### config.mk
export PLATFORM = sky130hd
export DESIGN_NAME = bp_sacc_host_driver
export DESIGN_NICKNAME = d
export VERILOG_FILES = /design/src/rtl/bp_sacc_host_driver.sv
export SDC_FILE = /design/constraint.sdc
export NUM_CORES = 1
export LEC_CHECK = 0
export ABC_AREA = 1
export ABC_CLOCK_PERIOD_IN_PS = 4390
export BUFFER_PORTS_ARGS = -buffer_cell sky130_fd_sc_hd__buf_2
export CORE_AREA = 2 2 205 207
export DETAILED_ROUTE_END_ITERATION = 10
export DIE_AREA = 0 0 207 209
export PLACE_DENSITY = 0.57
export SYNTH_ARGS = -nofsm -noshare
export SYNTH_HDL_FRONTEND = slang
export SYNTH_SLANG_ARGS = --single-unit
### constraint.sdc
create_clock -name clk_i -period 4.39 [get_ports clk_i]
set_clock_uncertainty 0.1 [all_clocks]
set_input_delay 1.317 -clock clk_i [delete_from_list [all_inputs] [get_ports clk_i]]
set_output_delay 1.317 -clock clk_i [all_outputs]
set_load 0.02 [all_outputs]
### src/rtl/bp_sacc_host_driver.sv
// Host-side driver for a streaming accelerator tile: programs the job CSRs over the BedRock
// I/O memory interface, starts the job, polls status and hands the result back to the requester.
module bp_sacc_host_driver
  #(parameter int          paddr_width_p  = 40
   ,parameter int          lce_id_width_p = 8
   ,parameter int          did_width_p    = 4
   ,parameter logic [63:0] csr_base_p     = 64'h0
   ,parameter int          poll_gap_p     = 8
   ,parameter int          poll_limit_p   = 1024
   ,localparam int         hdr_width_lp   = 4 + 4 + paddr_width_p + 3 + did_width_p + lce_id_width_p
   )
  (input  logic                      clk_i
   ,input  logic                      reset_i
   ,input  logic [lce_id_width_p-1:0] lce_id_i
   ,input  logic                      job_v_i
   ,output logic                      job_ready_and_o
   ,input  logic [63:0]               job_a_i
   ,input  logic [63:0]               job_b_i
   ,input  logic [63:0]               job_len_i
   ,output logic [hdr_width_lp-1:0]   io_cmd_header_o
   ,output logic [63:0]               io_cmd_data_o
   ,output logic                      io_cmd_v_o
   ,input  logic                      io_cmd_ready_and_i
   ,input  logic [hdr_width_lp-1:0]   io_resp_header_i
   ,input  logic [63:0]               io_resp_data_i
   ,input  logic                      io_resp_v_i
   ,output logic                      io_resp_yumi_o
   ,output logic [63:0]               result_o
   ,output logic                      result_err_o
   ,output logic                      result_v_o
   ,input  logic                      result_yumi_i
   );

   // Header layout, MSB first: msg_type[4] subop[4] addr[paddr] size[3] payload{did, lce_id}
   localparam logic [3:0] mem_uc_rd_lp  = 4'b0010;
   localparam logic [3:0] mem_uc_wr_lp  = 4'b0011;
   localparam logic [2:0] msg_size_8_lp = 3'b011;

   localparam int gap_width_lp  = (poll_gap_p > 0) ? $clog2(poll_gap_p + 1) : 1;
   localparam int poll_width_lp = $clog2(poll_limit_p + 1);
   localparam logic [gap_width_lp-1:0]  gap_last_lp  = gap_width_lp'((poll_gap_p > 0) ? poll_gap_p - 1 : 0);
   localparam logic [poll_width_lp-1:0] poll_last_lp = poll_width_lp'(poll_limit_p - 1);

   localparam logic [3:0] S_IDLE       = 4'd0;
   localparam logic [3:0] S_WR_A       = 4'd1;
   localparam logic [3:0] S_WAIT_A     = 4'd2;
   localparam logic [3:0] S_WR_B       = 4'd3;
   localparam logic [3:0] S_WAIT_B     = 4'd4;
   localparam logic [3:0] S_WR_LEN     = 4'd5;
   localparam logic [3:0] S_WAIT_LEN   = 4'd6;
   localparam logic [3:0] S_WR_START   = 4'd7;
   localparam logic [3:0] S_WAIT_START = 4'd8;
   localparam logic [3:0] S_RD_STAT    = 4'd9;
   localparam logic [3:0] S_WAIT_STAT  = 4'd10;
   localparam logic [3:0] S_GAP        = 4'd11;
   localparam logic [3:0] S_RD_RES     = 4'd12;
   localparam logic [3:0] S_WAIT_RES   = 4'd13;
   localparam logic [3:0] S_DONE       = 4'd14;

   logic [3:0]               state_q, state_d;
   logic [63:0]              a_q, a_d, b_q, b_d, len_q, len_d, result_q, result_d;
   logic                     err_q, err_d, drain_q, drain_d;
   logic [poll_width_lp-1:0] poll_q, poll_d;
   logic [gap_width_lp-1:0]  gap_q, gap_d;
   logic                     cmd_fire, in_wait;
   logic [3:0]               cmd_type, resp_type_exp;
   logic [7:0]               cmd_offset;
   logic [paddr_width_p-1:0] cmd_addr;
   logic                     unused_resp_hdr;

   // Command channel is decoded purely from state so valid never depends on ready.
   always_comb begin
      io_cmd_v_o    = 1'b0;
      cmd_type      = mem_uc_wr_lp;
      cmd_offset    = 8'h00;
      io_cmd_data_o = '0;
      case (state_q)
         S_WR_A:     begin io_cmd_v_o = 1'b1; cmd_offset = 8'h00; io_cmd_data_o = a_q;   end
         S_WR_B:     begin io_cmd_v_o = 1'b1; cmd_offset = 8'h08; io_cmd_data_o = b_q;   end
         S_WR_LEN:   begin io_cmd_v_o = 1'b1; cmd_offset = 8'h10; io_cmd_data_o = len_q; end
         S_WR_START: begin io_cmd_v_o = 1'b1; cmd_offset = 8'h18; io_cmd_data_o = 64'd1; end
         S_RD_STAT:  begin io_cmd_v_o = 1'b1; cmd_offset = 8'h20; cmd_type = mem_uc_rd_lp; end
         S_RD_RES:   begin io_cmd_v_o = 1'b1; cmd_offset = 8'h28; cmd_type = mem_uc_rd_lp; end
         default:    ;
      endcase
   end

   assign cmd_addr        = csr_base_p[paddr_width_p-1:0] + paddr_width_p'(cmd_offset);
   assign io_cmd_header_o = io_cmd_v_o
                          ? {cmd_type, 4'b0000, cmd_addr, msg_size_8_lp, {did_width_p{1'b0}}, lce_id_i}
                          : '0;
   assign cmd_fire        = io_cmd_v_o & io_cmd_ready_and_i;

   assign in_wait = (state_q == S_WAIT_A)   || (state_q == S_WAIT_B)     || (state_q == S_WAIT_LEN)
                 || (state_q == S_WAIT_START) || (state_q == S_WAIT_STAT) || (state_q == S_WAIT_RES);

   // drain_q swallows responses orphaned by a reset until the first new command goes out
   assign io_resp_yumi_o  = io_resp_v_i & (in_wait | drain_q);
   assign job_ready_and_o = (state_q == S_IDLE);
   assign result_v_o      = (state_q == S_DONE);
   assign result_o        = result_q;
   assign result_err_o    = err_q;

   always_comb begin
      state_d  = state_q;
      a_d      = a_q;
      b_d      = b_q;
      len_d    = len_q;
      result_d = result_q;
      err_d    = err_q;
      poll_d   = poll_q;
      gap_d    = gap_q;
      drain_d  = drain_q & ~cmd_fire;
      case (state_q)
         S_IDLE: if (job_v_i) begin
            a_d     = job_a_i;
            b_d     = job_b_i;
            len_d   = job_len_i;
            state_d = S_WR_A;
         end
         S_WR_A:       if (cmd_fire)    state_d = S_WAIT_A;
         S_WAIT_A:     if (io_resp_v_i) state_d = S_WR_B;
         S_WR_B:       if (cmd_fire)    state_d = S_WAIT_B;
         S_WAIT_B:     if (io_resp_v_i) state_d = S_WR_LEN;
         S_WR_LEN:     if (cmd_fire)    state_d = S_WAIT_LEN;
         S_WAIT_LEN:   if (io_resp_v_i) state_d = S_WR_START;
         S_WR_START:   if (cmd_fire)    state_d = S_WAIT_START;
         S_WAIT_START: if (io_resp_v_i) state_d = S_RD_STAT;
         S_RD_STAT:    if (cmd_fire)    state_d = S_WAIT_STAT;
         S_WAIT_STAT: if (io_resp_v_i) begin
            if (io_resp_data_i != '0) begin
               state_d = S_RD_RES;
            end else if (poll_q == poll_last_lp) begin
               result_d = '0;
               err_d    = 1'b1;
               state_d  = S_DONE;
            end else begin
               if (poll_q != '1) poll_d = poll_q + 1'b1;
               gap_d   = '0;
               state_d = (poll_gap_p == 0) ? S_RD_STAT : S_GAP;
            end
         end
         S_GAP: begin
            if (gap_q == gap_last_lp) state_d = S_RD_STAT;
            else                      gap_d   = gap_q + 1'b1;
         end
         S_RD_RES:     if (cmd_fire)    state_d = S_WAIT_RES;
         S_WAIT_RES: if (io_resp_v_i) begin
            result_d = io_resp_data_i;
            err_d    = 1'b0;
            state_d  = S_DONE;
         end
         S_DONE: if (result_yumi_i) begin
            poll_d  = '0;
            gap_d   = '0;
            state_d = S_IDLE;
         end
         default: state_d = S_IDLE;
      endcase
   end

   always_ff @(posedge clk_i) begin
      if (reset_i) begin
         state_q  <= S_IDLE;
         a_q      <= '0;
         b_q      <= '0;
         len_q    <= '0;
         result_q <= '0;
         err_q    <= 1'b0;
         poll_q   <= '0;
         gap_q    <= '0;
         drain_q  <= 1'b1;
      end else begin
         state_q  <= state_d;
         a_q      <= a_d;
         b_q      <= b_d;
         len_q    <= len_d;
         result_q <= result_d;
         err_q    <= err_d;
         poll_q   <= poll_d;
         gap_q    <= gap_d;
         drain_q  <= drain_d;
      end
   end

   assign resp_type_exp   = ((state_q == S_WAIT_STAT) || (state_q == S_WAIT_RES)) ? mem_uc_rd_lp : mem_uc_wr_lp;
   assign unused_resp_hdr = ^io_resp_header_i;

   resp_type_match: assert property (@(posedge clk_i) disable iff (reset_i)
      (io_resp_v_i && in_wait) |-> (io_resp_header_i[hdr_width_lp-1 -: 4] == resp_type_exp));

endmodule

; Word-level counts from Yosys, hierarchy flattened
; Index checks and enable logic that the tools add are counted.
[op_classes]
add_sub_neg = 2
eq_ne = 37
n_mux = 44
n_bitwise = 5
reduce_logical = 17
[op_table]
columns = operator, n
row1 = $mux W64, 4
row2 = $pmux W64 S4, 1
row3 = $pmux W64 S2, 1
row4 = $mux W4, 19
row5 = $reduce_bool A64 Y1, 1
row6 = $mux W63, 1
row7 = $pmux W4 S15, 1
row8 = $mux W11, 5
row9 = $ne A2 B2 Y1 const B, 17
row10 = $pmux W6 S5, 1
row11 = $eq A4 B4 Y1 const B, 7
row12 = $pmux W11 S2, 1
row13 = $eq A4 B3 Y1 const B, 5
row14 = $reduce_and A15 Y1, 1
row15 = $pmux W4 S3, 1
row16 = $reduce_and A6 Y1, 2
row17 = $add A11 B1 Y11 const B, 1
row18 = $eq A11 B10 Y1 const B, 1
row19 = $ne A11 B11 Y1 const B, 1
row20 = $eq A4 B2 Y1 const B, 2
row21 = $mux W1, 6
row22 = $mux W3, 2
row23 = $ne A2 B1 Y1 const B, 3
row24 = $reduce_or A6 Y1, 1
row25 = 13 further kinds, 20
[word_totals]
out_inout_bits = 196
word_cells = 114
register_bits = 277

; Longest topological paths before layout
; Gate-level depths: netlist of the first run.
[depth]
word_depth = 8
depth_mapped = 12
depth_no_buf = 11

; Least setup slack after synthesis of the first run
; No wires, ideal clock.
[synth_timing]
kind = input to output
startpoint = in io_resp_v_i
endpoint = out io_resp_yumi_o
setup_slack_ps = 1290
stages = 2
n_path_buf = 0
t_arrival_ps = 1683
t_required_ps = 2973
path_cell_list = inv_1 nor2_1
[synth_via]
elab_chain_len = 1
[synth_lines]
columns = element, line_no
row1 = from (decl), 26  ; ,input logic io_resp_v_i
row2 = $and A1 B1 Y1, 98  ; assign io_resp_yumi_o = io_resp_v_i & (in_wait | drain_q);
row3 = to (decl), 27  ; ,output logic io_resp_yumi_o
; No other way between the ends.

; Final worst setup path of the first run
[layout_timing]
startpoint = reg state_q[3]
endpoint = out io_cmd_data_o[25]
[layout_via]
elab_chain_len = 2
[layout_lines]
columns = element, line_no
row1 = from (decl), 60  ; logic [3:0] state_q, state_d;
row2 = from (signal assigned), 174  ; state_q <= state_d;
row3 = $eq A4 B3 Y1 (tied with other cells), 77  ; case (state_q)
row4 = $pmux W64 S4 (*), 77
row5 = to (decl), 21  ; ,output logic [63:0] io_cmd_data_o
; Mark *: on every way between the ends. The rest lies on a longest branch, timed or not.

==> out/qor.csv, run 1 <==
metric,value,unit
Clock power frac,33.1,%
Tmin final,4.115,ns
Critical Path Most Common Cell,nor2_1,
Die ar.,43260,sq um
post-CTS setup buffers,0,
mux contribution to synthesized area,0,%
largest net degree at the start of global routing,121,
grt peak-use layer,met2,
total track usage,18.58,%
GPL Wtd Cong,0.8293,
total number of vias,12440,
TNS Setup,0,ns
placed wire-length estimate,28280,um
highest-delay cell along the critical path,dfxtp_1,
core area,41290,sq um
clk slew on worst S/H paths,0.06,ns
CP startpoint,state_q[3],
maximum root-to-sink buffer count,3,
Root Buffer,clkbuf_16,
largest family of logic cells by synthesized area,compound AO/OA/AOI/OAI gates,
clk_lat worst skew,0.53,ns
Comb power frac,29.0,%
IO Pins,529,
Synth cell types,30,
CP max stage delay,0.46,ns
die height,209,um
final worst slack,0.2754,ns
vias in the first global route,11760,
DRT Wirelength,42130,um
run status,"finished, final reports clean",
register share of total power,38.0,%
"Core Util, Final",37.81,%
post-synthesis simple-gate area fraction,19.25,%
final setup violation count,0,
grt met2 use,30.29,%
met3 Usage GRT,4.959,%
hold path cells,2,
synth top area cells,"dfxtp_1 45%, a21oi_1 11%, nand2_1 8.2%, inv_1 4.7%, o221ai_1 4.6%",
Synthesis Warnings,0,
Mapped Area,12290,sq um
GRT overflow,0,
Yosys reg bits,277,
antenna violations before repair,9,
Final Hold Fails,0,
Sw Ratio,35.99,%
placed insts,2481,
# DRC,0,
maxcap violations,0,
reg-to-reg startpoint,state_q[3],
HP Class,flip-flop to flip-flop,
H-tree lvl count,2,
Hold Crit Start,b_q[28],
Die W,207,um
Avg WL per Cell,16.52,um
pre-CTS setup slack,0.8088,ns
post-synthesis instance total,1641,
register area share after synthesis,45.11,%
Crit Path Category,flip-flop to primary output,
Clock Sinks,277,
fin crit share,93.73,%
fraction of the mapped netlist area in adder cells,0.2036,%
compound-cell area share of the yosys netlist,21.54,%
initial drt markers,709,
area delta synth->final,27.00,%
# fillers,4385,
"area leader, netlist",dfxtp_1,
Post-synth top cells,"278 x a21oi_1, 277 x dfxtp_1, 268 x nand2_1",
hold_buf cts,0,
Crit path max-delay family,buffers and inverters,
Post-synth EDFFs,0,
WP buf/inv,4,
GR Util met1,23.90,%
Worst Path Required,2.97,ns
reg2reg end,poll_q[1],
maximum vdd drop,0.2615,mV
Reg2Reg Depth,9,
Min-Delay Endpoint,b_q[28],
Finished Layout Cells,2550,
CTS tree,yes,
global-route wire length before repair,65060,um
Post-Syn Area per Cell,7.490,sq um
IO Port Bufs,417,
Detail Route Antenna Nets,0,
Rows,75,
post-cts gate resize count,0,
P_leak,0.006638,uW
most numerous cell in the Yosys netlist,a21oi_1,
Final nets,2314,
Pre-antenna DRT Iters,5,
Initial Util,29.77,%
total CTS buffers,35,
CP startpoint kind,flip-flop,
worst-path cell chain,nor2_1 -> inv_1 -> nor2_1 -> inv_2 -> buf_12 -> o221ai_1 -> buf_2,
cell area power density,548.1,nW/um^2
r2r setup slk,1.84,ns
WP data arrival,2.70,ns
Synth Flop Type,dfxtp_1,
Post-synth ARST share,0,%
P_sw,3079,uW
Synth Area in XOR/XNOR,0.4988,%
Int Power,5477,uW
top cell type's share of synthesized area,45.11,%
max-slew violation count,0,
Slew HR,23.93,%
CP endpoint kind,primary output,
fmax,243.0,MHz
fraction of layout cells with a size suffix above 1,25.92,%
DR vias/cell,4.877,
worst slew pin tran,1.141,ns
RSZ-0062 raised after global routing,no,
crit path max fanout,39,
-- cell usage in the layout, fill, tap and decap left out, types with 2 or more instances in the layout --
cell type / netlist / routed
a21oi_1: 278 / 278
buf_12: 0 / 7
buf_2: 60 / 416
buf_4: 57 / 15
clkbuf_1: 60 / 8
clkbuf_16: 0 / 35
clkbuf_8: 0 / 9
clkinv_2: 0 / 6
clkinvlp_4: 0 / 2
conb_1: 1 / 48
dfxtp_1: 277 / 277
diode_2: 0 / 5
ha_1: 2 / 2
inv_1: 155 / 153
inv_2: 6 / 7
inv_6: 0 / 4
nand2_1: 268 / 267
nand2_2: 5 / 5
nand2_4: 3 / 3
nand3_1: 92 / 92
nand3b_1: 3 / 3
nand4_1: 72 / 72
nor2_1: 73 / 73
nor2_2: 4 / 4
nor3_1: 5 / 5
o21ai_0: 100 / 100
o21ai_1: 36 / 36
o221ai_1: 64 / 64
xor2_1: 6 / 6
-- layer usage --
metal | up-vias | share of wire (%)
met1 | 5814 | 44
met4 | 6 | 2.3
met5 | - | 0.088
met2 | 413 | 47
li1 | 6135 | -
met3 | 68 | 6.7
-- power by group through the flow --
stage / Sequential [uW] / Clock (uW) / Combinational [uW]
2_1_floorplan: 3230 / 0 / 1840
3_3_place_gp: 3290 / 0 / 2440
3_5_place_dp: 3300 / 0 / 2500
4_1_cts: 3250 / 2930 / 2500
5_1_grt: 3310 / 3020 / 2770
6_report: 3250 / 2830 / 2480
-- state kept, by name, indices dropped and copies added, names as in the netlist --
register and count:
state_q 4, drain_q 1, len_q 64, b_q 64, poll_q 11, gap_q 4
result_err_o 1, result_o 64, a_q 64
-- worst register-to-register path: stages (launching register included) --
cell,delay [ns]
dfxtp_1,0.62
nand3_1,0.16
nor2_2,0.45
nand2_1,0.17
nand3_1,0.17
nor2_2,0.13
nand2_1,0.35
nand2_1,0.09
o21ai_1,0.09
nor2_1,0.06
-- through the flow --
step	power [uW]	hold WS [ns]	cell area, sq um
after floorplan	5069	0.3203	12470
after global placement	5732	0.3373	14460
after global routing	9095	0.3660	15610
after detailed placement	5797	0.3403	14460
after CTS	8678	0.3529	15600
final	8556	0.3501	15610
-- cell type report --
class | count | area (sq um) | share of cell area (%)
antenna | 5 | 12.51 | 0.08015
clock buffer | 52 | 1030 | 6.597
clock inverter | 12 | 105.1 | 0.6733
inverter | 162 | 611.8 | 3.920
multi-input combinational | 1065 | 5296 | 33.93
sequential | 277 | 5545 | 35.52
tap | 539 | 674.4 | 4.320
timing repair buffer | 438 | 2335 | 14.96
-- worst max path at each step --
stage	to	slack, ns	depth (start not counted)
floorplan	io_resp_yumi_o	1.29	2
global placement	io_cmd_data_o[25]	0.78	6
detailed placement	io_cmd_data_o[25]	0.81	6
CTS	io_cmd_data_o[25]	0.21	6
global route	io_cmd_data_o[25]	0.12	6
finish	io_cmd_data_o[25]	0.28	7
-- kinds of logic (layout without fill, tap and decap cells) --
logic type / after synthesis / count (layout)
AND/OR/NAND/NOR: 528 / 528
AO/OA/AOI/OAI: 480 / 480
buffers and inverters: 346 / 664
flip-flops: 277 / 277
XOR/XNOR: 7 / 7
adder cells (fa/ha/maj): 2 / 2
other: 1 / 53
No activity file was read; power rests on OpenSTA's default activity.
==> inputs of run 2 (changes only) <==
- PLACE_DENSITY: 0.57 -> 0.6
==> run 2 against run 1 <==
Die area unchanged. Global-route usage down 0.26 points. Worst hold slack better by 0.0039 ns. Register-to-register slack worse by 0.07 ns. Final cell count about the same. Combinational power about the same. Critical path depth down 1. Non-clock buffer count unchanged. Sequential share of layout area up 0.11 points. Clock-buffer cell count down 3. Critical path type unchanged.
==> out/qor.csv, run 2 (synthesized netlist as in run 1, its figures left out) <==
metric,value,unit
RSZ-0062 raised after global routing,no,
final setup violation count,0,
Comb power frac,29.1,%
HP Class,flip-flop to flip-flop,
Avg WL per Cell,16.26,um
GR Util met1,23.56,%
maximum vdd drop,0.2609,mV
placed wire-length estimate,27950,um
area delta synth->final,26.59,%
Clock Sinks,277,
Int Power,5429,uW
core area,41290,sq um
total CTS buffers,34,
grt peak-use layer,met2,
grt met2 use,29.89,%
post-CTS setup buffers,0,
largest net degree at the start of global routing,141,
GRT overflow,0,
Clock power frac,32.6,%
maxcap violations,0,
# DRC,0,
maximum root-to-sink buffer count,3,
total track usage,18.32,%
reg2reg end,poll_q[1],
max-slew violation count,0,
cell area power density,545.1,nW/um^2
sequential cell area,5545,sq um
P_leak,0.006609,uW
global-route wire length before repair,64190,um
WP data arrival,2.78,ns
CTS tree,yes,
H-tree lvl count,2,
IO Port Bufs,417,
CP startpoint kind,flip-flop,
"Core Util, Final",37.68,%
run status,"finished, final reports clean",
antenna violations before repair,7,
Root Buffer,clkbuf_16,
initial drt markers,930,
register share of total power,38.4,%
Crit Path Category,flip-flop to primary output,
IO Pins,529,
# fillers,4396,
Worst Path Required,2.97,ns
fin crit share,95.66,%
worst slew pin tran,1.118,ns
DR vias/cell,4.911,
Tmin final,4.199,ns
CP endpoint kind,primary output,
Slew HR,25.39,%
Rows,75,
Final nets,2313,
final hold slack,0.3540,ns
fraction of layout cells with a size suffix above 1,25.71,%
Sw Ratio,36.00,%
fmax,238.1,MHz
Multi-input gate area,5296,sq um
highest-delay cell along the critical path,dfxtp_1,
r2r setup slk,1.77,ns
most frequent cells in the layout,"416 x buf_2, 278 x a21oi_1, 277 x dfxtp_1",
CP max stage delay,0.55,ns
hold_buf cts,0,
Reg2Reg Depth,10,
Crit path max-delay family,buffers and inverters,
Final Hold Fails,0,
"commonest non-fill, non-tap cell in the layout",buf_2,
Hold Crit Start,b_q[44],
Min-Delay Endpoint,b_q[44],
vias in the first global route,11830,
DRT Wirelength,41440,um
reg-to-reg startpoint,state_q[0],
Die W,207,um
Detail Route Antenna Nets,0,
Die ar.,43260,sq um
WP buf/inv,3,
Pre-antenna DRT Iters,7,
worst-path cell chain,inv_2 -> nor2_2 -> nand2_2 -> buf_12 -> o221ai_1 -> buf_2,
met3 Usage GRT,4.824,%
P_sw,3053,uW
crit path max fanout,30,
GPL Wtd Cong,0.8464,
total number of vias,12510,
TNS Setup,0,ns
clk_lat worst skew,0.53,ns
post-cts gate resize count,0,
clk slew on worst S/H paths,0.06,ns
hold path cells,2,
die height,209,um
Initial Util,29.77,%
[run 2: changes by cell type in the layout (fill, tap and decap cells not counted)]
cell       change
buf_12         -1
buf_4          +1
bufinv_16      +1
clkbuf_1       +2
clkbuf_16      -1
clkbuf_8       -4
clkinv_2       -1
clkinv_4       +1
clkinv_8       +1
diode_2        +1
inv_6          -2
[run 2: power by group through the flow]
| stage | combinational (uW) | clock (uW) | sequential [uW] |
|---|---|---|---|
| after floorplan | 1840 | 0 | 3230 |
| after global placement | 2430 | 0 | 3290 |
| after detailed placement | 2490 | 0 | 3310 |
| after CTS | 2500 | 2850 | 3250 |
| after global routing | 2750 | 2960 | 3310 |
| final | 2470 | 2760 | 3250 |
[run 2: through the flow]
| stage | instance area (sq um) | setup WS, ns | total power [uW] | instances |
|---|---|---|---|---|
| final | 15560 | 0.1905 | 8482 | 2548 |
| after global routing | 15560 | 0.02277 | 9018 | 2548 |
| after CTS | 15540 | 0.1211 | 8605 | 2542 |
| after detailed placement | 14450 | 0.7268 | 5795 | 2481 |
| after global placement | 14450 | 0.7933 | 5720 | 2481 |
| after floorplan | 12470 | 1.290 | 5069 | 1688 |
[run 2: how the worst max path moves through the flow]
stage	from	end	slack [ns]	depth (start not counted)
floorplan	io_resp_v_i	io_resp_yumi_o	1.29	2
global placement	state_q[0]	io_cmd_data_o[25]	0.79	6
detailed placement	state_q[0]	io_cmd_data_o[25]	0.73	6
CTS	state_q[0]	io_cmd_data_o[25]	0.12	6
global route	state_q[0]	io_cmd_data_o[25]	0.02	6
finish	state_q[0]	io_cmd_data_o[25]	0.19	6
[run 2: area by class of cell]
cell class                 count  share of cell area [%]
sequential                   277                   35.64
multi-input combinational   1065                   34.04
timing repair buffer         438                   14.92
clock buffer                  49                   6.152
tap                          539                   4.334
inverter                     162                   3.932
clock inverter                12                  0.8845
antenna                        6                 0.09649
[run 2: per-layer routing]
metal,vias up,share of wire [%]
li1,6134,-
met5,-,0.027
met3,61,7.4
met1,5850,44
met4,2,2.4
met2,467,47
[run 2: tightest hold or removal path, stage by stage, from the launching register on]
cell	delay, ns
dfxtp_1	0.29
inv_1	0.06
a21oi_1	0.05
